### src/rtl/mac_stream.sv
`default_nettype none
// ============================================================================
// Module      : mac_stream
// Description : Streaming multiply-accumulate engine. Operand pairs arrive on
//               a valid/ready handshake, pass through a registered multiplier
//               and are summed into groups closed by 'last'. Each completed
//               dot product is held with its sample count and a sticky
//               overflow flag until the consumer takes it.
// Options     : define MAC_STREAM_SAT_EN to clamp the accumulator on overflow
//               (default build wraps modulo 2^ACC_W).
// Revision    : 1.0 - initial parametrised release
// ============================================================================
module mac_stream #(
    parameter int DATA_W = 4,
    parameter int ACC_W  = 10,
    parameter int CNT_W  = 8,
    parameter int SIGNED = 0
) (
    input  logic              clk,
    input  logic              rst,
    input  logic              in_valid,
    output logic              in_ready,
    input  logic [DATA_W-1:0] a,
    input  logic [DATA_W-1:0] b,
    input  logic              last,
    output logic              out_valid,
    input  logic              out_ready,
    output logic [ACC_W-1:0]  acc_out,
    output logic [CNT_W-1:0]  cnt_out,
    output logic              ovf_out
);

    // Group state. HOLD coincides exactly with a result sitting on the output:
    // the accumulator is always cleared on the edge that loads a result.
    localparam logic [1:0] c_ST_IDLE  = 2'd0;
    localparam logic [1:0] c_ST_ACCUM = 2'd1;
    localparam logic [1:0] c_ST_HOLD  = 2'd2;

    logic [1:0]          r_state;
    logic [1:0]          w_state_nxt;

    // Stage 1: captured operands
    logic                r_s1_valid;
    logic                r_s1_last;
    logic [DATA_W-1:0]   r_s1_a;
    logic [DATA_W-1:0]   r_s1_b;

    // Stage 2: registered product
    logic                r_s2_valid;
    logic                r_s2_last;
    logic [2*DATA_W-1:0] r_s2_prod;

    // Stage 3: running group and held result
    logic [ACC_W-1:0]    r_acc;
    logic [CNT_W-1:0]    r_cnt;
    logic                r_ovf;
    logic [ACC_W-1:0]    r_res_acc;
    logic [CNT_W-1:0]    r_res_cnt;
    logic                r_res_ovf;

    logic                w_adv;
    logic [2*DATA_W-1:0] w_prod;
    logic [ACC_W-1:0]    w_prod_ext;
    logic [ACC_W-1:0]    w_base_acc;
    logic [CNT_W-1:0]    w_base_cnt;
    logic                w_base_ovf;
    logic [ACC_W:0]      w_sum;
    logic                w_step_oor;
    logic [ACC_W-1:0]    w_step_acc;
    logic [CNT_W-1:0]    w_step_cnt;
    logic                w_step_ovf;
    logic [ACC_W-1:0]    w_acc_nxt;
    logic [CNT_W-1:0]    w_cnt_nxt;
    logic                w_ovf_nxt;
    logic                w_res_load;
`ifdef MAC_STREAM_SAT_EN
    logic [ACC_W-1:0]    w_clamp;
`endif

    // The whole pipeline freezes only while a result is held and not taken.
    assign out_valid = (r_state == c_ST_HOLD);
    assign w_adv     = !(out_valid && !out_ready);
    assign in_ready  = w_adv;
    assign acc_out   = r_res_acc;
    assign cnt_out   = r_res_cnt;
    assign ovf_out   = r_res_ovf;

    // A group always starts from zero, whether coming from IDLE or HOLD.
    assign w_base_acc = (r_state == c_ST_ACCUM) ? r_acc : '0;
    assign w_base_cnt = (r_state == c_ST_ACCUM) ? r_cnt : '0;
    assign w_base_ovf = (r_state == c_ST_ACCUM) ? r_ovf : 1'b0;

    // Operand extension, product extension and range test depend on signedness.
    generate
        if (SIGNED != 0) begin : g_signed
            assign w_prod     = {{DATA_W{r_s1_a[DATA_W-1]}}, r_s1_a}
                              * {{DATA_W{r_s1_b[DATA_W-1]}}, r_s1_b};
            assign w_prod_ext = ACC_W'($signed(r_s2_prod));
            assign w_sum      = {w_base_acc[ACC_W-1], w_base_acc}
                              + {w_prod_ext[ACC_W-1], w_prod_ext};
            // Sign bits disagree when the true sum leaves the ACC_W range.
            assign w_step_oor = w_sum[ACC_W] ^ w_sum[ACC_W-1];
`ifdef MAC_STREAM_SAT_EN
            assign w_clamp    = w_sum[ACC_W] ? {1'b1, {(ACC_W-1){1'b0}}}
                                             : {1'b0, {(ACC_W-1){1'b1}}};
`endif
        end else begin : g_unsigned
            assign w_prod     = {{DATA_W{1'b0}}, r_s1_a} * {{DATA_W{1'b0}}, r_s1_b};
            assign w_prod_ext = ACC_W'(r_s2_prod);
            assign w_sum      = {1'b0, w_base_acc} + {1'b0, w_prod_ext};
            assign w_step_oor = w_sum[ACC_W];
`ifdef MAC_STREAM_SAT_EN
            assign w_clamp    = {ACC_W{1'b1}};
`endif
        end
    endgenerate

`ifdef MAC_STREAM_SAT_EN
    assign w_step_acc = w_step_oor ? w_clamp : w_sum[ACC_W-1:0];
`else
    assign w_step_acc = w_sum[ACC_W-1:0];
`endif
    assign w_step_cnt = (&w_base_cnt) ? w_base_cnt : w_base_cnt + CNT_W'(1);
    assign w_step_ovf = w_base_ovf | w_step_oor;

    // Operand and product pipeline, advancing in lockstep with the output.
    always_ff @(posedge clk or negedge rst) begin
        if (!rst) begin
            r_s1_valid <= 1'b0;
            r_s1_last  <= 1'b0;
            r_s1_a     <= '0;
            r_s1_b     <= '0;
            r_s2_valid <= 1'b0;
            r_s2_last  <= 1'b0;
            r_s2_prod  <= '0;
        end else if (w_adv) begin
            r_s1_valid <= in_valid;
            r_s1_last  <= last;
            r_s1_a     <= a;
            r_s1_b     <= b;
            r_s2_valid <= r_s1_valid;
            r_s2_last  <= r_s1_last;
            r_s2_prod  <= w_prod;
        end
    end

    // Group FSM next state and accumulator update.
    always_comb begin
        w_state_nxt = r_state;
        w_acc_nxt   = r_acc;
        w_cnt_nxt   = r_cnt;
        w_ovf_nxt   = r_ovf;
        w_res_load  = 1'b0;
        if (w_adv) begin
            if (r_s2_valid) begin
                if (r_s2_last) begin
                    w_state_nxt = c_ST_HOLD;
                    w_acc_nxt   = '0;
                    w_cnt_nxt   = '0;
                    w_ovf_nxt   = 1'b0;
                    w_res_load  = 1'b1;
                end else begin
                    w_state_nxt = c_ST_ACCUM;
                    w_acc_nxt   = w_step_acc;
                    w_cnt_nxt   = w_step_cnt;
                    w_ovf_nxt   = w_step_ovf;
                end
            end else if (r_state == c_ST_HOLD) begin
                w_state_nxt = c_ST_IDLE;
            end
        end
    end

    // Group state, running sum and held result registers.
    always_ff @(posedge clk or negedge rst) begin
        if (!rst) begin
            r_state   <= c_ST_IDLE;
            r_acc     <= '0;
            r_cnt     <= '0;
            r_ovf     <= 1'b0;
            r_res_acc <= '0;
            r_res_cnt <= '0;
            r_res_ovf <= 1'b0;
        end else begin
            r_state <= w_state_nxt;
            r_acc   <= w_acc_nxt;
            r_cnt   <= w_cnt_nxt;
            r_ovf   <= w_ovf_nxt;
            if (w_res_load) begin
                r_res_acc <= w_step_acc;
                r_res_cnt <= w_step_cnt;
                r_res_ovf <= w_step_ovf;
            end
        end
    end

endmodule
`default_nettype wire

### config.mk
export PLATFORM = sky130hd
export DESIGN_NAME = mac_stream
export DESIGN_NICKNAME = d
export VERILOG_FILES = /design/src/rtl/mac_stream.sv
export SDC_FILE = /design/constraint.sdc
export NUM_CORES = 1
export LEC_CHECK = 0
export CAP_MARGIN = 10
export CORE_ASPECT_RATIO = 1.4
export CORE_MARGIN = 4
export CORE_UTILIZATION = 25
export CTS_CLUSTER_SIZE = 28
export DETAILED_ROUTE_END_ITERATION = 6
export PLACE_DENSITY = 0.46
export SETUP_SLACK_MARGIN = 0.3
export SLEW_MARGIN = 20
export SYNTH_ARGS = -nofsm -noshare
export SYNTH_HDL_FRONTEND = slang
export SYNTH_SLANG_ARGS = --single-unit
### constraint.sdc
create_clock -name clk -period 3.42 [get_ports clk]
set_input_delay 1.026 -clock clk [delete_from_list [all_inputs] [get_ports clk]]
set_output_delay 1.026 -clock clk [all_outputs]
set_load 0.05 [all_outputs]
Yosys cells after proc, flatten, opt, wreduce, memory -nomap -nowiden
Cells that the tools add are included. Widths: inputs -> output; s select.

Flip-flop bits (word level): 60. Input port bits: 13. Output and inout port bits: 21. Word-level logic and storage cells: 41.

Add/sub/neg operators: 2. Muxes and demuxes: 13. Equal/unequal tests: 2. Reductions and logical operators: 7. Multipliers: 1. Bitwise operators: 2.

Operators by type and width (count): $mux 8 (3); $mux 10 (2); $add 10x8->11 (1); $add 8x1->8 const B (1); $mul 4x4->8 (1); $reduce_and 8->1 (1); $mux 2 (3); $mux 1 (5); $reduce_and 2->1 (2); $eq 2x1->1 const B (1); $eq 2x2->1 const B (1); $logic_not 1->1 (2); $reduce_bool 2->1 (1); $logic_and 1x1->1 (1); $not 1->1 (1); $or 1x1->1 (1).

Depth between registers and ports, before layout
Gate-level depths: netlist of the first run.

Word-level depth: 5. Mapped depth: 13. Depth with buffers taken out: 11.

Worst setup path before layout of the first run
Ideal clock, no wire load.

Kind: input-to-output. Start: input out_ready. End: output in_ready. Required time: 2.394 ns. Setup slack: 0.493 ns. Stages: 4. Arrival time: 1.901 ns. Path buffers: 2. Path through: nor3b_1 > inv_1 > buf_4 > clkbuf_1.

Longest elaborated chain between the ends: 3.

Ends and longest elaborated chain: start, declared (RTL line 27) `input logic out_ready,`; $logic_not 1->1 (RTL line 82) `assign w_adv = !(out_valid && !out_ready);`; $logic_and 1x1->1 (RTL line 82); $logic_not 1->1 (RTL line 82); end, declared (RTL line 22) `output logic in_ready,`.

No other way between the ends.

Worst setup path in the final report of the first run
Ends and elaborated chain as after synthesis.

==> impl_metrics.json, run 1 <==
{
  "status": "complete, no violations",
  "ctsHoldBuffers": 0,
  "wl_per_cell_um": 13.6,
  "synth-main-ff-cell": "dfrtp_1",
  "core_mm2": 0.0140,
  "drive_gt1_share_pct": 9.95,
  "drtPass1Iterations": 4,
  "cts_root_buf": "clkbuf_16",
  "cts_buffers": 9,
  "syn_inst": 399,
  "mostFrequentLayoutCells": "nand2_1 (88), dfrtp_1 (60), clkdlybuf4s50_1 (31)",
  "clkSinkCount": 60,
  "multi_input_area_mm2": 0.00193,
  "finalCritPeriodShare_pct": 89.3,
  "yosysTopAreaCellShare_pct": 42.1,
  "nFillCells": 1479,
  "clk_pin_slew_ns": 0.05,
  "async_flop_share_pct": 100,
  "p_leak_nw": 2.03,
  "synth_fa_ha_area_share_pct": 10.2,
  "powerDensity_mw_per_mm2": 788,
  "crit_arrival_ns": 2.03,
  "ys_types": 53,
  "avgSynthCellArea_um2": 8.93,
  "tns_ns": 0,
  "critPathKind": "in -> out",
  "mostFrequentLayoutCell": "nand2_1",
  "slew_headroom_pct": 55.2,
  "grt_pass1_wl_mm": 14.6,
  "synth_compound_area_share_pct": 15.5,
  "ff_latch_area_mm2": 0.00150,
  "max-vdd-ir-drop_mv": 0.278,
  "routed_wl_mm": 8.54,
  "grt_use_total_pct": 11.5,
  "setup_violations": 0,
  "power_mw": 3.49,
  "fmax_mhz": 327,
  "hpwl_mm": 6.38,
  "cts_tree": "done",
  "syn_nets": 438,
  "grt_setup_unrepaired": "false",
  "ioPinCount": 34,
  "hold_viol": 0,
  "synth-simple-area-share_pct": 23.7,
  "grt.overflow.total": 0,
  "worst-path-max-fanout": 2,
  "drc_errors": 0,
  "muxShareOfSynthArea_pct": 2.07,
  "finalNetCount": 476,
  "max_cap_viol_count": 0,
  "ys_ff_latch": 60,
  "n_antenna_cell": 0,
  "initial_core_util_pct": 25.5,
  "crit_required_ns": 2.39,
  "grt_antenna_before_repair": 0,
  "yosys_warnings": 0,
  "clock_latency_ns": 0.33,
  "drt_iter0_markers": 83,
  "via_per_inst": 4.68,
  "portBuffers": 33,
  "fp.dieH_um": 149,
  "antenna_left": 0,
  "synth_area_mm2": 0.00356,
  "tightest_slew_ns": 0.671,
  "period_minus_slack_ns": 3.05,
  "gp_congestion": 0.810,
  "dieArea_mm2": 0.0163,
  "vias": 2932,
  "synth_edf_count": 0,
  "synthTopCellsByArea": "dfrtp_1 (42%), nand2_1 (9.3%), ha_1 (7.4%), and2_1 (3.5%), a21oi_1 (3.2%)",
  "startpoint_type": "input port",
  "worst_setup_path_end_kind": "primary output",
  "hold_path_class": "reg -> reg",
  "num_rows": 51,
  "die-width_um": 109,
  "yosysTopAreaCell": "dfrtp_1",
  "synth-xor-area-share_pct": 2.46,
  "area_delta_synth_final_pct": 24.3,
  "cts_max_path_buffers": 2,
  "finClkSkew_ns": 0.00911,
  "drv_slew": 0,
  "htreeDepth": 3,
  "grt_max_degree": 34,
  "synth_top_family_by_area": "simple AND/OR/NAND/NOR gates",
  "yosysSeqAreaShare_pct": 42.1,
  "grt_pass1_vias": 2913
}
## repair_timing
item,in CTS,in global routing
gates cloned,0,0
setup endpoints to repair,1,1
gates resized for setup,1,0
setup buffers,2,0
pin swaps,1,1
## worst max-delay path: stages
cell and delay [ns]:
clkdlybuf4s50_1 0.46, nor3b_2 0.25, inv_2 0.09, buf_4 0.20
## stage by stage
step	instances	hold slack (ns)	worst slack [ns]	utilization, %	instance area, µm²
finish	627	0.470	0.366	31.7	4430
global route	627	0.503	0.311	31.7	4430
CTS	627	0.472	0.347	31.7	4430
detailed placement	609	0.458	0.241	29.5	4120
global placement	609	0.456	0.261	29.5	4120
floorplan	399	0.435	0.493	-	3560
## layout make-up
| type | instances | area share, % |
|---|---|---|
| clock inverters | 7 | 1.52 |
| inverters | 16 | 1.36 |
| repair buffers | 44 | 9.43 |
| clock buffers | 9 | 5.08 |
| flip-flops and latches | 60 | 33.9 |
| well taps | 185 | 5.22 |
| multi-input cells | 306 | 43.5 |
## synthesized netlist by cell type, drive strengths merged (7+ instances only)
cell,n
inv,16
dfrtp,60
a21o,7
ha,21
o21ai,25
nand3,14
clkbuf,7
nand2,89
buf,10
nor2,20
and2,21
a21oi,23
## registers in the layout (all words and copies together) (netlist names)
signal and cells:
acc_out 10, r_acc 10, cnt_out 8, r_cnt 8, r_s2_prod 8, r_s1_a 4, r_s1_b 4, r_state 2
ovf_out 1, r_ovf 1, r_s1_last 1, r_s1_valid 1, r_s2_last 1, r_s2_valid 1
## metal layers
layer  vias up  wire length (µm)  global-route usage, %
met1      1407              3680                   13.4
met2        51              4420                   20.2
met3         7               336                   2.51
li1       1467                 -                      -
met5         -                 0                      0
met4         0               103                   4.55
## power breakdown
part / internal [mW] / switching [mW] / total, mW
Combinational: 0.574 / 0.958 / 1.53
Sequential: 0.915 / 0.157 / 1.07
Clock: 0.559 / 0.330 / 0.889
Total: 2.05 / 1.45 / 3.49
## worst paths after layout
| path | startpoint | depth (start not counted) | slack (ns) | endpoint |
|---|---|---|---|---|
| min reg2reg | r_acc[6]$_DFFE_PN0P_ | 2 | 0.47 | r_acc[6]$_DFFE_PN0P_ |
| min | r_acc[6]$_DFFE_PN0P_ | 2 | 0.47 | r_acc[6]$_DFFE_PN0P_ |
| max in group asynchronous | rst | 2 | 2.06 | r_acc[5]$_DFFE_PN0P_ |
| max | out_ready | 4 | 0.37 | in_ready |
| min in group asynchronous | rst | 1 | 0.73 | r_cnt[1]$_DFFE_PN0P_ |
| max reg2reg | r_state[0]$_DFFE_PN0P_ | 9 | 0.55 | r_acc[7]$_DFFE_PN0P_ |
## cell families (layout without fill, tap and decap cells)
| kind of cell | after synthesis | in the layout |
|---|---|---|
| flops | 60 | 60 |
| xor+xnor | 10 | 10 |
| mux | 7 | 7 |
| compound gates | 87 | 87 |
| fa+ha+maj | 26 | 26 |
| buf+inv | 33 | 76 |
| simple gates | 176 | 176 |
Power figures use the tool's default switching activity.
==> run 2: changes to the inputs <==
==> constraint.sdc (replaced) <==
create_clock -name clk -period 2.85 [get_ports clk]
set_input_delay 0.855 -clock clk [delete_from_list [all_inputs] [get_ports clk]]
set_output_delay 0.855 -clock clk [all_outputs]
set_load 0.02 [all_outputs]
==> run 2 against run 1 <==
  * Flip-flop and latch count unchanged
  * Critical path depth increased by 7
  * Register-to-register slack worse by 0.22 ns
  * Critical endpoint is now r_s2_prod[6]$_DFFE_PN0N_
  * Non-clock buffer count rose by 20
  * Largest cell class unchanged
  * Sequential power increased by 19%
  * Critical path type is now reg -> reg
==> impl_metrics.json, run 2 (synthesis gave the netlist of run 1 again) <==
{
  "hpwl_mm": 6.52,
  "nFillCells": 1430,
  "htreeDepth": 3,
  "drc_errors": 0,
  "fmax_mhz": 396,
  "max-vdd-ir-drop_mv": 0.316,
  "initial_core_util_pct": 25.5,
  "portBuffers": 33,
  "min_from": "r_s1_last$_DFFE_PN0N_",
  "crit_buf_inv": 3,
  "wl_per_cell_um": 13.4,
  "worst_slack_ns": 0.327,
  "tightest_slew_ns": 0.788,
  "utilization_pct": 33.4,
  "cts_max_path_buffers": 2,
  "crit_required_ns": 3.06,
  "slew_headroom_pct": 47.5,
  "ioPinCount": 34,
  "critPathTopFamily": "adder cells",
  "hold_path_class": "reg -> reg",
  "grt_max_degree": 61,
  "n_antenna_cell": 0,
  "worst_setup_path_end_kind": "flop",
  "cts_tree": "done",
  "grt_setup_unrepaired": "true",
  "clkSinkCount": 60,
  "finalCritPeriodShare_pct": 88.5,
  "max_cap_viol_count": 0,
  "dp_cells": 627,
  "grt_use_total_pct": 11.6,
  "status": "complete, no violations",
  "slowest_stage": "fa_1",
  "crit_path_start": "r_s1_a[2]$_DFFE_PN0N_",
  "ctsHoldBuffers": 0,
  "critPathKind": "reg -> reg",
  "via_per_inst": 4.61,
  "dp_slack_ns": -0.226,
  "reg2reg_from": "r_s1_a[2]$_DFFE_PN0N_",
  "antenna_left": 0,
  "fp.dieH_um": 149,
  "drv_slew": 0,
  "powerDensity_mw_per_mm2": 937,
  "mostFrequentLayoutCells": "nand2_1 (86), dfrtp_1 (59), clkdlybuf4s50_1 (30), buf_4 (30), o21ai_0 (21)",
  "tns_ns": 0,
  "drt_iter0_markers": 111,
  "startpoint_type": "flop",
  "power_mw": 4.37,
  "reg2reg_setup_slack_ns": 0.33,
  "crit_arrival_ns": 2.73,
  "fin_hold_ws_ns": 0.472,
  "multi_input_area_mm2": 0.00198,
  "drtPass1Iterations": 4,
  "vias": 2977,
  "cts_root_buf": "clkbuf_16",
  "mostFrequentLayoutCell": "nand2_1",
  "cts_buffers": 9,
  "grt_pass1_wl_mm": 14.8,
  "setup_violations": 0,
  "gp_congestion": 0.799,
  "design_area_mm2": 0.00467,
  "crit_chain": "nand2_2, fa_1, inv_1, fa_1, inv_2, fa_2, inv_1, a21o_1, a21oi_2, xor2_1, o21ai_1",
  "fin_cells": 646,
  "num_rows": 51,
  "dieArea_mm2": 0.0163,
  "die-width_um": 109,
  "area_delta_synth_final_pct": 31.0,
  "finalNetCount": 496,
  "clk_pin_slew_ns": 0.05,
  "period_minus_slack_ns": 2.52,
  "slowest_delay_ns": 0.52,
  "p_leak_nw": 2.16,
  "grt_antenna_before_repair": 0,
  "finClkSkew_ns": 0.00602,
  "clock_latency_ns": 0.33,
  "grt_pass1_vias": 3079,
  "worst-path-max-fanout": 2,
  "grt.overflow.total": 0,
  "drive_gt1_share_pct": 16.5,
  "routed_wl_mm": 8.69,
  "ff_latch_area_mm2": 0.00150,
  "core_mm2": 0.0140,
  "hold_viol": 0,
  "place_area_mm2": 0.00428
}
-- run 2: final cells by class --
cell class	instances	share of cell area, %
clock buffers	11	5.41
clock inverters	4	1.55
inverters	16	1.29
multi-input cells	306	42.5
flip-flops and latches	60	32.2
well taps	185	4.96
repair buffers	64	12.1
-- run 2: report_power, final --
part	switching (mW)	internal (mW)	total [mW]
Sequential	0.175	1.10	1.27
Combinational	1.04	0.872	1.92
Clock	0.378	0.806	1.18
Total	1.60	2.78	4.37
-- run 2: layer usage --
layer	GRT usage, %	wire length [µm]	up-vias
li1	-	-	1497
met2	19.8	4440	45
met3	2.73	292	17
met5	0	0	-
met1	13.6	3740	1418
met4	5.31	211	0
-- run 2: worst paths after layout --
check | cells after the start | to
worst max-delay path | 11 | r_s2_prod[6]$_DFFE_PN0N_
worst min register to register | 2 | r_s1_last$_DFFE_PN0N_
max in group asynchronous | 2 | r_state[1]$_DFFE_PN0P_
worst max register to register | 11 | r_s2_prod[6]$_DFFE_PN0N_
min in group asynchronous | 2 | r_cnt[1]$_DFFE_PN0P_
worst min-delay path | 2 | r_s1_last$_DFFE_PN0N_
-- run 2: tightest hold or removal path, stage by stage (launching register included) --
cell and delay (ns):
dfrtp_1 0.34, nand2_1 0.05, nand2_1 0.05
-- run 2: repair_timing --
item                       CTS  global route
gates resized for setup      7            10
buffers inserted             3             1
setup endpoints to repair   14            15
pin swaps                    9             7
hold endpoints to repair     0             0
==> run 3: changes to the inputs <==
--- a/config.mk
+++ b/config.mk
@@ -9,8 +9,8 @@
 export CORE_ASPECT_RATIO = 1.4
 export CORE_MARGIN = 4
 export CORE_UTILIZATION = 25
-export CTS_CLUSTER_SIZE = 28
 export DETAILED_ROUTE_END_ITERATION = 6
+export GPL_TIMING_DRIVEN = 0
 export PLACE_DENSITY = 0.46
 export SETUP_SLACK_MARGIN = 0.3
 export SLEW_MARGIN = 20
==> run 3 against run 2 <==
  * Non-clock buffer count grew 16
  * Critical endpoint is now r_s2_prod[7]$_DFFE_PN0N_
  * Register-to-register slack is essentially flat
  * Highest routed layer unchanged
  * Clock skew grew 0.0013 ns
  * Critical path type unchanged
  * Global-route usage grew 1.0 points
  * First-iteration DRC count shrank 15%
  * Worst setup slack lost 0.010 ns
  * Power grew 5.6%
  * Cell area grew 6.2%
==> impl_metrics.json, run 3 (synthesis gave the netlist of run 1 again) <==
{
  "status": "complete, no violations",
  "grt_use_total_pct": 12.6,
  "crit_buf_inv": 1,
  "htreeDepth": 3,
  "grt_pass1_vias": 3109,
  "finalNetCount": 512,
  "crit_arrival_ns": 2.75,
  "startpoint_type": "flop",
  "gp_congestion": 0.836,
  "setup_violations": 0,
  "max-vdd-ir-drop_mv": 0.287,
  "grt_pass1_wl_mm": 15.8,
  "hpwl_mm": 6.68,
  "tns_ns": 0,
  "die-width_um": 109,
  "finClkSkew_ns": 0.00730,
  "ioPinCount": 34,
  "dieArea_mm2": 0.0163,
  "cts_root_buf": "clkbuf_16",
  "fp.dieH_um": 149,
  "busiest_layer": "met2",
  "powerDensity_mw_per_mm2": 931,
  "drtPass1Iterations": 4,
  "grt_use_met3_pct": 2.51,
  "core_mm2": 0.0140,
  "clkSinkCount": 60,
  "met1_usage_pct": 14.9,
  "critPathTopFamily": "adder cells",
  "clock_latency_ns": 0.34,
  "slowest_delay_ns": 0.52,
  "worst-path-max-fanout": 2,
  "tightest_slew_ns": 0.666,
  "n_antenna_cell": 0,
  "cp_common_cell": "fa_1",
  "p_leak_nw": 2.26,
  "slew_headroom_pct": 55.5,
  "critPathKind": "reg -> reg",
  "mostFrequentLayoutCell": "nand2_1",
  "max_cap_viol_count": 0,
  "fin_hold_ws_ns": 0.420,
  "ctsHoldBuffers": 0,
  "worst_setup_path_end_kind": "flop",
  "area_delta_synth_final_pct": 39.1,
  "grt.overflow.total": 0,
  "hold_viol": 0,
  "routed_wl_mm": 9.61,
  "grt_max_degree": 37,
  "crit_chain": "nand2_2, fa_1, inv_1, fa_1, ha_1, a21o_1, a21oi_2, o21bai_1, mux2i_1, nand3_1",
  "grt_antenna_before_repair": 0,
  "wl_per_cell_um": 14.5,
  "fmax_mhz": 395,
  "drt_iter0_markers": 94,
  "crit_required_ns": 3.06,
  "portBuffers": 33,
  "hold_path_class": "in -> async",
  "clk_pin_slew_ns": 0.05,
  "cts_buffers": 9,
  "vias": 3118,
  "finalCritPeriodShare_pct": 88.9,
  "grt_setup_unrepaired": "true",
  "nFillCells": 1411,
  "initial_core_util_pct": 25.5,
  "cts_max_path_buffers": 2,
  "antenna_left": 0,
  "num_rows": 51,
  "cts_tree": "done",
  "via_per_inst": 4.70,
  "drc_errors": 0,
  "drv_slew": 0,
  "grt.met2_usage_pct": 21.9,
  "mostFrequentLayoutCells": "nand2_1 (86), dfrtp_1 (59), buf_4 (30), clkdlybuf4s50_1 (30), o21ai_0 (20)",
  "slowest_stage": "fa_1",
  "period_minus_slack_ns": 2.53,
  "drive_gt1_share_pct": 22.6
}
run 3: cell count changes in the layout (fill, tap and decap cells not counted), sizes merged:
cell,previous run,this run
clkinv,1,2
clkbuf,11,19
dlygate4sd2,1,0
clkinvlp,1,0
buf,33,43
run 3: final cells by class:
type | instances | area, µm² | area share (%)
multi-input cells | 306 | 2120 | 42.8
flip-flops and latches | 60 | 1500 | 30.3
repair buffers | 63 | 566 | 11.4
clock buffers | 12 | 267 | 5.38
well taps | 185 | 231 | 4.67
plain buffers | 17 | 139 | 2.80
clock inverters | 4 | 70.1 | 1.41
inverters | 16 | 60.1 | 1.21
run 3: per-layer routing:
layer	vias up	wire length, µm
li1	1539	-
met1	1499	4090
met2	65	4940
met3	15	362
met4	0	216
met5	-	0
run 3: through the flow:
step | power [mW] | std cells | instance area (µm²) | util (%) | setup slack, ns
after floorplan | 2.42 | 399 | 3580 | - | 0.291
after global placement | 2.99 | 617 | 4140 | 29.7 | -1.21
after CTS | 4.56 | 657 | 4800 | 34.4 | 0.244
after global routing | 4.96 | 663 | 4960 | 35.5 | 0.137
after detailed placement | 3.02 | 618 | 4160 | 29.8 | -0.818
final | 4.62 | 663 | 4960 | 35.5 | 0.317
run 3: final timing paths:
kind,start,cells after the start,slack [ns],endpoint
max in group asynchronous,rst,2,1.91,r_s1_b[0]$_DFFE_PN0N_
setup / recovery,r_s1_a[0]$_DFFE_PN0N_,10,0.32,r_s2_prod[7]$_DFFE_PN0N_
hold / removal,rst,1,0.42,cnt_out[1]$_DFFE_PN0P_
min in group clk,r_acc[6]$_DFFE_PN0P_,2,0.47,r_acc[6]$_DFFE_PN0P_
setup reg to reg,r_s1_a[0]$_DFFE_PN0N_,10,0.32,r_s2_prod[7]$_DFFE_PN0N_
hold reg to reg,r_acc[6]$_DFFE_PN0P_,2,0.47,r_acc[6]$_DFFE_PN0P_
run 3: what timing repair did:
action / CTS / global route
pin swaps: 15 / 14
setup buffers: 23 / 6
hold endpoints to repair: 0 / 0
endpoints found under the setup margin: 21 / 29
gates resized for setup: 38 / 28
run 3: power breakdown:
group,leakage [nW],switching (mW),total [mW],internal (mW)
registers,0.772,0.186,1.29,1.10
logic,1.32,1.13,2.10,0.968
clock network,0.169,0.396,1.23,0.833
